--- config.mk ---
export PLATFORM = sky130hd
export DESIGN_NAME = fetch_queue
export DESIGN_NICKNAME = d
export VERILOG_FILES = /design/src/rtl/pipes_pkg.sv /design/src/rtl/fetchq_fifo.sv /design/src/rtl/fetch_queue.sv
export SDC_FILE = /design/constraint.sdc
export NUM_CORES = 1
export LEC_CHECK = 0
export BUFFER_PORTS_ARGS = -buffer_cell sky130_fd_sc_hd__buf_2
export CELL_PAD_IN_SITES_DETAIL_PLACEMENT = 1
export CELL_PAD_IN_SITES_GLOBAL_PLACEMENT = 1
export CORE_ASPECT_RATIO = 0.7
export CORE_MARGIN = 1.5
export CORE_UTILIZATION = 44
export CTS_BUF_LIST = sky130_fd_sc_hd__clkbuf_2 sky130_fd_sc_hd__clkbuf_4 sky130_fd_sc_hd__clkbuf_8
export DETAILED_ROUTE_END_ITERATION = 12
export PLACE_DENSITY = 0.8
export SYNTH_ARGS = -nofsm -noshare
export SYNTH_HDL_FRONTEND = slang
export SYNTH_SLANG_ARGS = --single-unit
export TNS_END_PERCENT = 5
--- constraint.sdc ---
create_clock -name clk -period 9 [get_ports clk]
set_input_delay 0.45 -clock clk [delete_from_list [all_inputs] [get_ports clk]]
set_output_delay 0.45 -clock clk [all_outputs]
set_load 0.05 [all_outputs]
--- src/rtl/pipes_pkg.sv ---
// Shared pipeline types: instruction-bus structs, fetch-queue entry and state encoding.
package pipes;

   typedef logic [63:0] word_t;
   typedef logic [31:0] u32;

   typedef struct packed {
      logic  valid;
      word_t addr;
   } ibus_req_t;

   typedef struct packed {
      logic data_ok;
      u32   data;
   } ibus_resp_t;

   typedef struct packed {
      word_t pc;
      u32    instr;
   } fetchq_entry_t;

   typedef enum logic [1:0] {
      FQ_IDLE,
      FQ_REQ,
      FQ_DROP
   } fetchq_state_t;

   localparam word_t FETCH_STEP = 64'd4;

   // Instructions are word aligned; the low two PC bits are never meaningful.
   function automatic word_t align_pc(word_t pc);
      return {pc[63:2], 2'b00};
   endfunction

endpackage

--- src/rtl/fetchq_fifo.sv ---
// Circular buffer of fetched {pc, instr} entries with push, pop, clear and occupancy.
module fetchq_fifo
   import pipes::*;
#(
   parameter int unsigned DEPTH = 4
) (
   input  logic                   clk,
   input  logic                   reset,
   input  logic                   push,
   input  fetchq_entry_t          push_data,
   input  logic                   pop,
   input  logic                   clear,
   output logic [$clog2(DEPTH):0] count,
   output fetchq_entry_t          head
);

   localparam int unsigned AW = $clog2(DEPTH);

   fetchq_entry_t mem [DEPTH];
   logic [AW-1:0] wr_ptr;
   logic [AW-1:0] rd_ptr;
   logic [AW:0]   cnt;

   // Pointer, occupancy and storage update; clear wins over push/pop.
   always_ff @(posedge clk) begin
      if (reset) begin
         wr_ptr <= '0;
         rd_ptr <= '0;
         cnt    <= '0;
         for (int unsigned i = 0; i < DEPTH; i++) begin
            mem[i] <= '0;
         end
      end else if (clear) begin
         // Leave rd_ptr alone so the stale head stays put while empty.
         wr_ptr <= rd_ptr;
         cnt    <= '0;
      end else begin
         if (push) begin
            mem[wr_ptr] <= push_data;
            wr_ptr      <= wr_ptr + 1'b1;
         end
         if (pop) begin
            rd_ptr <= rd_ptr + 1'b1;
         end
         case ({push, pop})
            2'b10:   cnt <= cnt + 1'b1;
            2'b01:   cnt <= cnt - 1'b1;
            default: ;
         endcase
      end
   end

   assign count = cnt;
   assign head  = mem[rd_ptr];

endmodule

--- src/rtl/fetch_queue.sv ---
// Instruction-fetch front end: one outstanding ibus request, DEPTH-entry instruction
// queue, and redirect handling that discards a response already in flight.
module fetch_queue
   import pipes::*;
#(
   parameter int unsigned DEPTH    = 4,
   parameter word_t       RESET_PC = 64'h8000_0000
) (
   input  logic                   clk,
   input  logic                   reset,
   output ibus_req_t              ireq,
   input  ibus_resp_t             iresp,
   input  logic                   redirect_valid,
   input  logic [63:0]            redirect_pc,
   output logic                   out_valid,
   output logic [63:0]            out_pc,
   output logic [31:0]            out_instr,
   input  logic                   out_ready,
   output logic [$clog2(DEPTH):0] count
);

   localparam int unsigned CW = $clog2(DEPTH) + 1;
   localparam logic [CW-1:0] FULL = CW'(DEPTH);

   fetchq_state_t state_q, state_d;
   word_t         fpc_q, fpc_d;
   word_t         tgt_q, tgt_d;

   word_t         redir_pc;
   logic          deq;
   logic          push;
   logic [CW-1:0] count_after_deq;
   logic          space_after_deq;
   logic          space_after_enq;
   fetchq_entry_t push_data;
   fetchq_entry_t head;

   // State, fetch PC and pending redirect target registers.
   always_ff @(posedge clk) begin
      if (reset) begin
         state_q <= FQ_IDLE;
         fpc_q   <= RESET_PC;
         tgt_q   <= '0;
      end else begin
         state_q <= state_d;
         fpc_q   <= fpc_d;
         tgt_q   <= tgt_d;
      end
   end

   // Next-state, PC update and enqueue decision.
   always_comb begin
      state_d  = state_q;
      fpc_d    = fpc_q;
      tgt_d    = tgt_q;
      push     = 1'b0;
      redir_pc = align_pc(redirect_pc);

      // A redirect flushes the queue, so a same-cycle pop is irrelevant.
      deq             = out_valid & out_ready & ~redirect_valid;
      count_after_deq = count - {{(CW-1){1'b0}}, deq};
      space_after_deq = count_after_deq < FULL;
      space_after_enq = count_after_deq < (FULL - 1'b1);

      case (state_q)
         FQ_IDLE: begin
            if (redirect_valid) begin
               fpc_d = redir_pc;
            end else if (space_after_deq) begin
               state_d = FQ_REQ;
            end
         end
         FQ_REQ: begin
            if (iresp.data_ok) begin
               if (redirect_valid) begin
                  fpc_d   = redir_pc;
                  state_d = FQ_REQ;
               end else begin
                  push    = 1'b1;
                  fpc_d   = fpc_q + FETCH_STEP;
                  state_d = space_after_enq ? FQ_REQ : FQ_IDLE;
               end
            end else if (redirect_valid) begin
               // Bus address must stay stable, so park the new PC until the response lands.
               tgt_d   = redir_pc;
               state_d = FQ_DROP;
            end
         end
         FQ_DROP: begin
            if (iresp.data_ok) begin
               fpc_d   = redirect_valid ? redir_pc : tgt_q;
               state_d = FQ_REQ;
            end else if (redirect_valid) begin
               tgt_d = redir_pc;
            end
         end
         default: begin
            state_d = FQ_IDLE;
         end
      endcase
   end

   assign push_data = '{pc: fpc_q, instr: iresp.data};

   fetchq_fifo #(
      .DEPTH(DEPTH)
   ) u_fifo (
      .clk      (clk),
      .reset    (reset),
      .push     (push),
      .push_data(push_data),
      .pop      (deq),
      .clear    (redirect_valid),
      .count    (count),
      .head     (head)
   );

   assign ireq.valid = (state_q != FQ_IDLE);
   assign ireq.addr  = fpc_q;
   assign out_valid  = (count != '0);
   assign out_pc     = head.pc;
   assign out_instr  = head.instr;

endmodule

# Word level (Yosys, flattened, before mapping)
# Memories as Yosys holds them, arrays and structs flattened. A register that Yosys moved wholly into a read port is not among the register bits.
# Index checks and enable logic that the tools add are counted.
[totals] ff_bits=137 ram_bits=384 in_bits=101 word_cells=73 mem_count=1
[op_classes] n_addsub=6 order_cmp=2 n_eq_ne=10 n_mux=31 bitwise_logic=4 reduce_logical=13
[memory_table] name="u_fifo.mem" words=4 word_bits=96 read_ports=1 rd_ports_with_merged_regs=1 wr=4 line="fetchq_fifo.sv:19" source="fetchq_entry_t mem [DEPTH];"
[op_table] operator="64-bit 2-to-1 mux" count=5
[op_table] operator="64-bit case mux with 3 select lines" count=1
[op_table] operator="96-bit 2-to-1 mux" count=1
[op_table] operator="96-bit OR reduction" count=1
[op_table] operator="64-bit by 3-bit adder with 64-bit output (second input constant)" count=1
[op_table] operator="2-bit 2-to-1 mux" count=10
[op_table] operator="1-bit 2-to-1 mux" count=12
[op_table] operator="2-bit != test (second input constant)" count=5
[op_table] operator="4-bit AND reduction" count=2
[op_table] operator="2-bit case mux with 3 select lines" count=1
[op_table] operator="3-bit case mux with 2 select lines" count=1
[op_table] operator="2-bit nonzero test" count=3
[op_table] operator="3-bit nonzero test" count=2
[op_table] operator="2-bit by 1-bit adder with 2-bit output (second input constant)" count=2
[op_table] operator="2-bit by 1-bit equality test with 1-bit output (second input constant)" count=2
[op_table] operator="2-bit equality test (second input constant)" count=2
[op_table] operator="2-bit AND reduction" count=2
[op_table] operator="2-bit OR reduction" count=2
[op_table] operator="3-bit by 1-bit adder with 3-bit output (second input constant)" count=1
[op_table] operator="3-bit by 2-bit < comparator with 1-bit output (second input constant)" count=1
[op_table] operator="3-bit < comparator (second input constant)" count=1
[op_table] operator="3-bit != test (second input constant)" count=1
[op_table] operator="3-bit by 1-bit subtractor with 3-bit output" count=1
[op_table] operator="3-bit by 1-bit subtractor with 3-bit output (second input constant)" count=1
[op_table] operator="other kinds (3)" count=5

# Depth between registers and ports, before layout
# Gate-level depths: netlist of run 1.
[depth] word_depth=9 ltp_mapped=13 ltp_nobuf=12

# Cells and area by module
# A second synthesis of run 1 with hierarchy kept.
[unflattened] hier_cells=2055 hier_area_um2=24825.1
[by_module_without_submodules] module="fetchq_fifo" n_inst=1 cells_each=1009 area_per_inst_um2=17061.4
[by_module_without_submodules] module="fetch_queue" n_inst=1 cells_each=1046 area_per_inst_um2=7763.7

# Worst setup path after synthesis of run 1
# No wires, ideal clock.
[synth_timing] kind="input to register" start="input redirect_valid" end="memory u_fifo.mem[1][0] (netlist bit), enable pin" arrival_ps=8153 t_required_ps=8317 path_slack_ps=164 path_stages=7 n_path_buf=4 path_cell_list="buf_2 -> clkbuf_1 -> clkbuf_1 -> buf_1 -> nor2_1 -> inv_1 -> o21ai_0"
[synth_rtl] element="from (decl)" line="fetch_queue.sv:13" source="input logic redirect_valid,"
[synth_rtl] element="to (decl)" line="fetchq_fifo.sv:19"

==> impl_metrics.env, run 1 <==
export IMPL_post_cts_resized=0
export IMPL_criticalPathCategory="flip-flop to flip-flop"
export IMPL_min_from="redirect_pc[33]"
export IMPL_p_total_mw=6.17
export IMPL_first_pass_iters=5
export IMPL_ir_drop_uv=99.2
export IMPL_powerDensity_nw_per_um2=216
export IMPL_cp_top_family="simple AND/OR/NAND/NOR gates"
export IMPL_die_h_um=201
export IMPL_period_minus_slack_ps=4470
export IMPL_io_buffer_count=263
export IMPL_grt_overflow=0
export IMPL_cp_start_kind="flip-flop"
export IMPL_finalHoldViolCount=0
export IMPL_path_clk_slew_ps=70
export IMPL_cp_end_kind="flip-flop"
export IMPL_slowest_delay_ps=790
export IMPL_syn_area_um2=24800
export IMPL_dieArea_um2=57700
export IMPL_finalSetupTns_ps=0
export IMPL_synth_main_ff_cell="edfxtp_1"
export IMPL_ys_warn_count=0
export IMPL_synth_seq_cells=523
export IMPL_vias=19500
export IMPL_worstPathCellList="inv_1 -> ha_1 -> nor3b_2 -> buf_4 -> nand2_1 -> nor3_2 -> or2_4 -> buf_4"
export IMPL_core_area_um2=55400
export IMPL_grt_max_degree=81
export IMPL_numCtsBuffers=85
export IMPL_n_fill_cell=5995
export IMPL_crit_required_ps=9280
export IMPL_drive_gt1_share_pct=22.8
export IMPL_num_rows=72
export IMPL_register_area_um2=14300
export IMPL_yosysSeqAreaShare_pct=57.8
export IMPL_dp_cells=3059
export IMPL_htree_levels=3
export IMPL_syn_area_per_cell_um2=11.2
export IMPL_drv_cap=0
export IMPL_postRouteAntennaNets=0
export IMPL_hp_class="input pin to flip-flop"
export IMPL_crit_slowest_cell="or2_4"
export IMPL_ctsHoldBuffers=18
export IMPL_crit_top_cell="buf_4"
export IMPL_vias_per_cell=6.03
export IMPL_yosysUniqueCellTypes=75
export IMPL_io_pins=266
export IMPL_ctsLongestPathBuffers=3
export IMPL_fin_skew_ps=44.1
export IMPL_p_leak_nw=10.8
export IMPL_setup_viol=0
export IMPL_area_growth_pct=15.3
export IMPL_routedWlPerCell_um=25.5
export IMPL_worstMarginPinSlew_ps=1140
export IMPL_first_iter_violations=1932
export IMPL_clock_latency_ps=700
export IMPL_cts_tree="done"
export IMPL_cts_setup_buffers=0
export IMPL_grt_util_all_layers_pct=28.4
export IMPL_cts_sinks=523
export IMPL_fp_dieW_um=287
export IMPL_rsz0062_at_grt="no"
export IMPL_synth_nets=2320
export IMPL_slew_headroom_pct=23.2
export IMPL_r2r_cells=8
export IMPL_min_to="tgt_q[33]$_SDFFE_PP0P_"
export IMPL_min_path_cells=3
export IMPL_max_freq_mhz=224
export IMPL_async_flop_share_pct=0
export IMPL_finalCritPeriodShare_pct=49.6
export IMPL_fin_hold_ws_ps=45.0
export IMPL_synth_edf_count=384
export IMPL_antenna_found_initial=10
export IMPL_r2r_end="u_fifo.mem[0][66]$_SDFFCE_PN0P_"
export IMPL_grt_pass1_vias=20400
export IMPL_worstPathArrival_ps=4750
export IMPL_root_buffer="clkbuf_8"
export IMPL_stdcell_count=3241
export IMPL_outcome="finished clean"
export IMPL_hpwl_um=53400
export IMPL_fin_nets=2534
export IMPL_initial_core_util_pct=44.7
export IMPL_gp_congestion=0.907
export IMPL_path_buf_inv=3
export IMPL_worstReg2RegStart="state_q[1]$_SDFFE_PP0P_"
export IMPL_synth_cells=2210
export IMPL_remaining_drc_errors=0
export IMPL_r2r_slack_ps=4530
export IMPL_final_core_util_pct=51.5
export IMPL_path_max_fanout=50
export IMPL_slew_viol_final=0
export IMPL_wl_um=82500
export IMPL_grt_pass1_wl_um=125000
export IMPL_multi_input_area_um2=9320
[final cells by class]
| class | count | area share (%) |
|---|---|---|
| inverter | 124 | 1.63 |
| timing repair buffer | 314 | 6.12 |
| clock buffer | 125 | 5.28 |
| antenna | 7 | 0.0614 |
| tap | 740 | 3.24 |
| clock inverter | 32 | 0.850 |
| sequential | 523 | 50.2 |
| multi-input combinational | 1376 | 32.6 |
[logic make-up (layout without fill, tap and decap cells)]
family	after synthesis	after routing	synth area share, %
fa+ha+maj	9	9	0.485
simple gates	909	909	17.5
flops	523	523	57.8
xor+xnor	18	18	0.637
other cells	0	7	0
buf+inv	311	595	4.92
mux	113	113	9.45
compound gates	327	327	9.25
[power by group]
part           leakage (nW)  internal [mW]  switching [mW]  total, mW
sequential             5.11           2.73           0.216       2.94
clock                 0.929           1.17           0.997       2.17
combinational          4.74          0.286           0.782       1.07
total                  10.8           4.18            2.00       6.17
[worst min-delay path, cell delays in order]
cell	delay, ps
buf_2	130
nand2_1	60
a21oi_1	50
[per-layer routing]
metal  track usage, %  wire length, µm  vias to the layer above
li1                 -                -                     8514
met1             39.1            34900                    10000
met2             44.1            38100                      835
met3             7.87             7560                      142
met4             7.92             1810                        6
met5                0               43                        -
[state kept, by name, summed over array words and instances, names as in the netlist, named ones only]
name / count
u_fifo.count: 3
u_fifo.rd_ptr: 2
tgt_q: 64
u_fifo.mem: 384
state_q: 2
fpc_q: 64
u_fifo.wr_ptr: 2
[layout by cell type, fill, tap and decap left out, types with 22 or more instances in the layout]
master | netlist | routed
or3_1 | 22 | 22
nand4_1 | 30 | 30
and2_1 | 87 | 87
edfxtp_1 | 384 | 384
dfxtp_1 | 139 | 137
nor4_1 | 40 | 40
nor3_1 | 42 | 40
nand3_1 | 44 | 42
nor2_1 | 272 | 272
a22o_1 | 33 | 33
nand2_1 | 285 | 284
a221oi_1 | 35 | 35
buf_2 | 21 | 262
inv_1 | 124 | 124
clkbuf_4 | 0 | 34
clkbuf_8 | 0 | 91
o21ai_0 | 51 | 49
mux4_2 | 96 | 96
a21oi_1 | 91 | 91
buf_4 | 3 | 34
[cell usage after synthesis, types with 10 or more instances]
cell type | number | area share [%]
edfxtp_1 | 384 | 47
nand2_1 | 285 | 4.3
nor2_1 | 272 | 4.1
dfxtp_1 | 139 | 11
clkbuf_1 | 136 | 2.1
inv_1 | 124 | 1.9
mux4_2 | 96 | 8.7
a21oi_1 | 91 | 1.8
and2_1 | 87 | 2.2
o21ai_0 | 51 | 1.0
nand3_1 | 44 | 0.89
nor3_1 | 42 | 0.85
nor4_1 | 40 | 1.0
a221oi_1 | 35 | 1.2
a22o_1 | 33 | 1.2
nand4_1 | 30 | 0.76
buf_1 | 22 | 0.33
or3_1 | 22 | 0.56
buf_2 | 21 | 0.42
o211ai_1 | 19 | 0.58
a221o_1 | 17 | 0.69
and3_1 | 16 | 0.40
a31oi_1 | 15 | 0.38
and4_1 | 15 | 0.53
or4_1 | 13 | 0.39
mux2i_1 | 11 | 0.44
xnor2_1 | 10 | 0.35
[worst max path at each step]
stage | from | slack (ps) | to | cells after the start
6_report | state_q[1]$_SDFFE_PP0P_ | 4530 | u_fifo.mem[0][66]$_SDFFCE_PN0P_ | 8
5_1_grt | state_q[1]$_SDFFE_PP0P_ | 4300 | u_fifo.mem[0][44]$_SDFFCE_PN0P_ | 8
4_1_cts | state_q[1]$_SDFFE_PP0P_ | 4560 | u_fifo.mem[0][44]$_SDFFCE_PN0P_ | 8
3_5_place_dp | state_q[1]$_SDFFE_PP0P_ | 4610 | u_fifo.mem[0][37]$_SDFFCE_PN0P_ | 8
3_3_place_gp | state_q[1]$_SDFFE_PP0P_ | 4760 | u_fifo.mem[0][37]$_SDFFCE_PN0P_ | 8
2_1_floorplan | redirect_valid | 160 | u_fifo.mem[1][0]$_SDFFCE_PN0P_ | 7
[metrics by stage]
stage	area, µm²	setup slack, ps
after floorplan	24800	164
after global placement	26600	4760
after detailed placement	26600	4610
after CTS	28500	4560
after global routing	28500	4300
final	28500	4530
No activity file was read; power rests on OpenSTA's default activity.
==> inputs of run 2 (changes only) <==
--- a/config.mk
+++ b/config.mk
@@ -10,10 +10,10 @@
 export CELL_PAD_IN_SITES_GLOBAL_PLACEMENT = 1
 export CORE_ASPECT_RATIO = 0.7
 export CORE_MARGIN = 1.5
-export CORE_UTILIZATION = 44
+export CORE_UTILIZATION = 49
 export CTS_BUF_LIST = sky130_fd_sc_hd__clkbuf_2 sky130_fd_sc_hd__clkbuf_4 sky130_fd_sc_hd__clkbuf_8
 export DETAILED_ROUTE_END_ITERATION = 12
-export PLACE_DENSITY = 0.8
+export PLACE_DENSITY = 0.85
 export SYNTH_ARGS = -nofsm -noshare
 export SYNTH_HDL_FRONTEND = slang
 export SYNTH_SLANG_ARGS = --single-unit
==> constraint.sdc (replaced) <==
create_clock -name clk -period 4.55 [get_ports clk]
set_input_delay 0.2275 -clock clk [delete_from_list [all_inputs] [get_ports clk]]
set_output_delay 0.2275 -clock clk [all_outputs]
set_load 0.05 [all_outputs]
==> run 2 against run 1 <==
Global-route usage rose by 4.5 points. Sequential share of layout area fell by 1.5 points. Sequential cell count did not move. Total power rose by 100%. Clock skew rose by 1.8 ps. Maximum frequency rose by 39%. Worst hold slack improved by 19 ps. Count of clock-buffer cells in the layout rose by 1.
==> impl_metrics.env, run 2 (synthesis gave the netlist of run 1 again) <==
export IMPL_outcome="finished clean"
export IMPL_num_rows=68
export IMPL_fin_hold_ws_ps=64.2
export IMPL_initial_core_util_pct=49.9
export IMPL_final_cell_mix="384 x edfxtp_1, 284 x nand2_1, 272 x nor2_1"
export IMPL_routedWlPerCell_um=26.3
export IMPL_worstMarginPinSlew_ps=1240
export IMPL_slew_viol_final=0
export IMPL_setup_viol=0
export IMPL_gp_congestion=0.946
export IMPL_powerDensity_nw_per_um2=421
export IMPL_worstPathArrival_ps=3720
export IMPL_cts_tree="done"
export IMPL_numCtsBuffers=84
export IMPL_die_h_um=191
export IMPL_max_freq_mhz=312
export IMPL_io_pins=266
export IMPL_fp_dieW_um=272
export IMPL_wl_um=85600
export IMPL_post_cts_resized=0
export IMPL_criticalPathCategory="flip-flop to flip-flop"
export IMPL_fin_skew_ps=45.8
export IMPL_largestRegisters="u_fifo.mem: 384 flops, fpc_q: 64 flops, tgt_q: 64 flops"
export IMPL_grt_pass1_vias=21100
export IMPL_r2r_cells=7
export IMPL_fin_nets=2623
export IMPL_remaining_drc_errors=0
export IMPL_core_area_um2=49600
export IMPL_period_minus_slack_ps=3210
export IMPL_grt_overflow=0
export IMPL_regMostFlops="u_fifo.mem"
export IMPL_cp_start_kind="flip-flop"
export IMPL_cp_startpoint="fpc_q[2]$_SDFFE_PP0P_"
export IMPL_vias=20200
export IMPL_rsz0062_at_grt="no"
export IMPL_cp_end_kind="flip-flop"
export IMPL_r2r_slack_ps=1340
export IMPL_hp_class="input pin to flip-flop"
export IMPL_path_clk_slew_ps=60
export IMPL_r2r_end="fpc_q[44]$_SDFFE_PP0P_"
export IMPL_crit_required_ps=5060
export IMPL_grt_util_all_layers_pct=32.9
export IMPL_root_buffer="clkbuf_8"
export IMPL_hpwl_um=55100
export IMPL_p_leak_nw=11.2
export IMPL_final_common_cell="edfxtp_1"
export IMPL_cts_sinks=523
export IMPL_first_pass_iters=5
export IMPL_area_growth_pct=18.8
export IMPL_io_buffer_count=263
export IMPL_htree_levels=3
export IMPL_vias_per_cell=6.23
export IMPL_drv_cap=0
export IMPL_path_max_fanout=9
export IMPL_ir_drop_uv=221
export IMPL_slew_headroom_pct=16.6
export IMPL_drive_gt1_share_pct=22.7
export IMPL_ctsLongestPathBuffers=3
export IMPL_dieArea_um2=51900
export IMPL_finalCritPeriodShare_pct=70.5
export IMPL_clock_latency_ps=700
export IMPL_finalHoldViolCount=0
export IMPL_worstReg2RegStart="fpc_q[2]$_SDFFE_PP0P_"
export IMPL_p_total_mw=12.4
export IMPL_largest_register_ffs=384
export IMPL_postRouteAntennaNets=0
export IMPL_cp_endpoint="fpc_q[44]$_SDFFE_PP0P_"
export IMPL_antenna_found_initial=4
export IMPL_grt_pass1_wl_um=129000
export IMPL_grt_max_degree=81
export IMPL_first_iter_violations=2418
## run 2: changes by cell type in the layout (fill, tap and decap cells not counted), moves of 2 or more
cell | previous run | this run
inv_8 | 3 | 0
dlygate4sd3_1 | 18 | 95
diode_2 | 7 | 3
clkinv_8 | 0 | 2
clkinv_2 | 7 | 11
buf_4 | 34 | 40
buf_12 | 0 | 7
clkinv_1 | 16 | 11
## run 2: repair_timing
action / in CTS / in global routing
hold buffers: 95 / 0
hold endpoints to repair: 221 / 0
buffers inserted: 0 / 0
## run 2: area by class of cell
class                           count  area, µm²
Multi-Input combinational cell   1376       9310
Fill cell                        5176      20200
Tap cell                          665        832
Timing Repair Buffer              404       2700
Inverter                          124        465
Sequential cell                   523      14300
Clock inverter                     31        251
Antenna cell                        3       7.51
Clock buffer                      126       1520
## run 2: how the worst min path moves through the flow
stage / start / endpoint / slack, ps / depth (start not counted)
3_5_place_dp: tgt_q[36]$_SDFFE_PP0P_ / tgt_q[36]$_SDFFE_PP0P_ / 450 / 2
6_report: reset / tgt_q[36]$_SDFFE_PP0P_ / 60 / 2
2_1_floorplan: redirect_pc[36] / tgt_q[36]$_SDFFE_PP0P_ / 360 / 2
4_1_cts: reset / tgt_q[39]$_SDFFE_PP0P_ / 0.3 / 2
3_3_place_gp: tgt_q[36]$_SDFFE_PP0P_ / tgt_q[36]$_SDFFE_PP0P_ / 440 / 2
5_1_grt: reset / tgt_q[36]$_SDFFE_PP0P_ / 30 / 2
## run 2: critical path, cell delays in order (launching register included)
cell and delay, ps:
dfxtp_1 630, ha_1 330, and4_1 210, buf_4 180, nand3_1 230, nor3_1 1010, a311o_1 310, o311ai_0 120
## run 2: through the flow
step / std cells / setup WS [ps] / TNS (ps) / area [µm²] / utilization, %
after floorplan: 2210 / -1480 / -283610 / 24800 / -
after CTS: 3249 / 1370 / 0 / 29400 / 59.3
after global placement: 2997 / 1560 / 0 / 26700 / 53.8
final: 3252 / 1340 / 0 / 29400 / 59.3
after global routing: 3250 / 1170 / 0 / 29400 / 59.3
after detailed placement: 2997 / 1460 / 0 / 26700 / 53.8
## run 2: report_power, final
group          switching, mW  internal [mW]
sequential             0.440           5.39
combinational           1.60          0.622
clock                   2.00           2.32
total                   4.04           8.33
## run 2: routing by layer
layer  GRT usage (%)  part of all wire (%)  vias up
met2            52.9                    47     1101
met3            8.14                    10      173
met4            9.23                   2.2        2
met1            44.6                    40    10300
met5               0                 0.012        -
li1                -                     -     8696
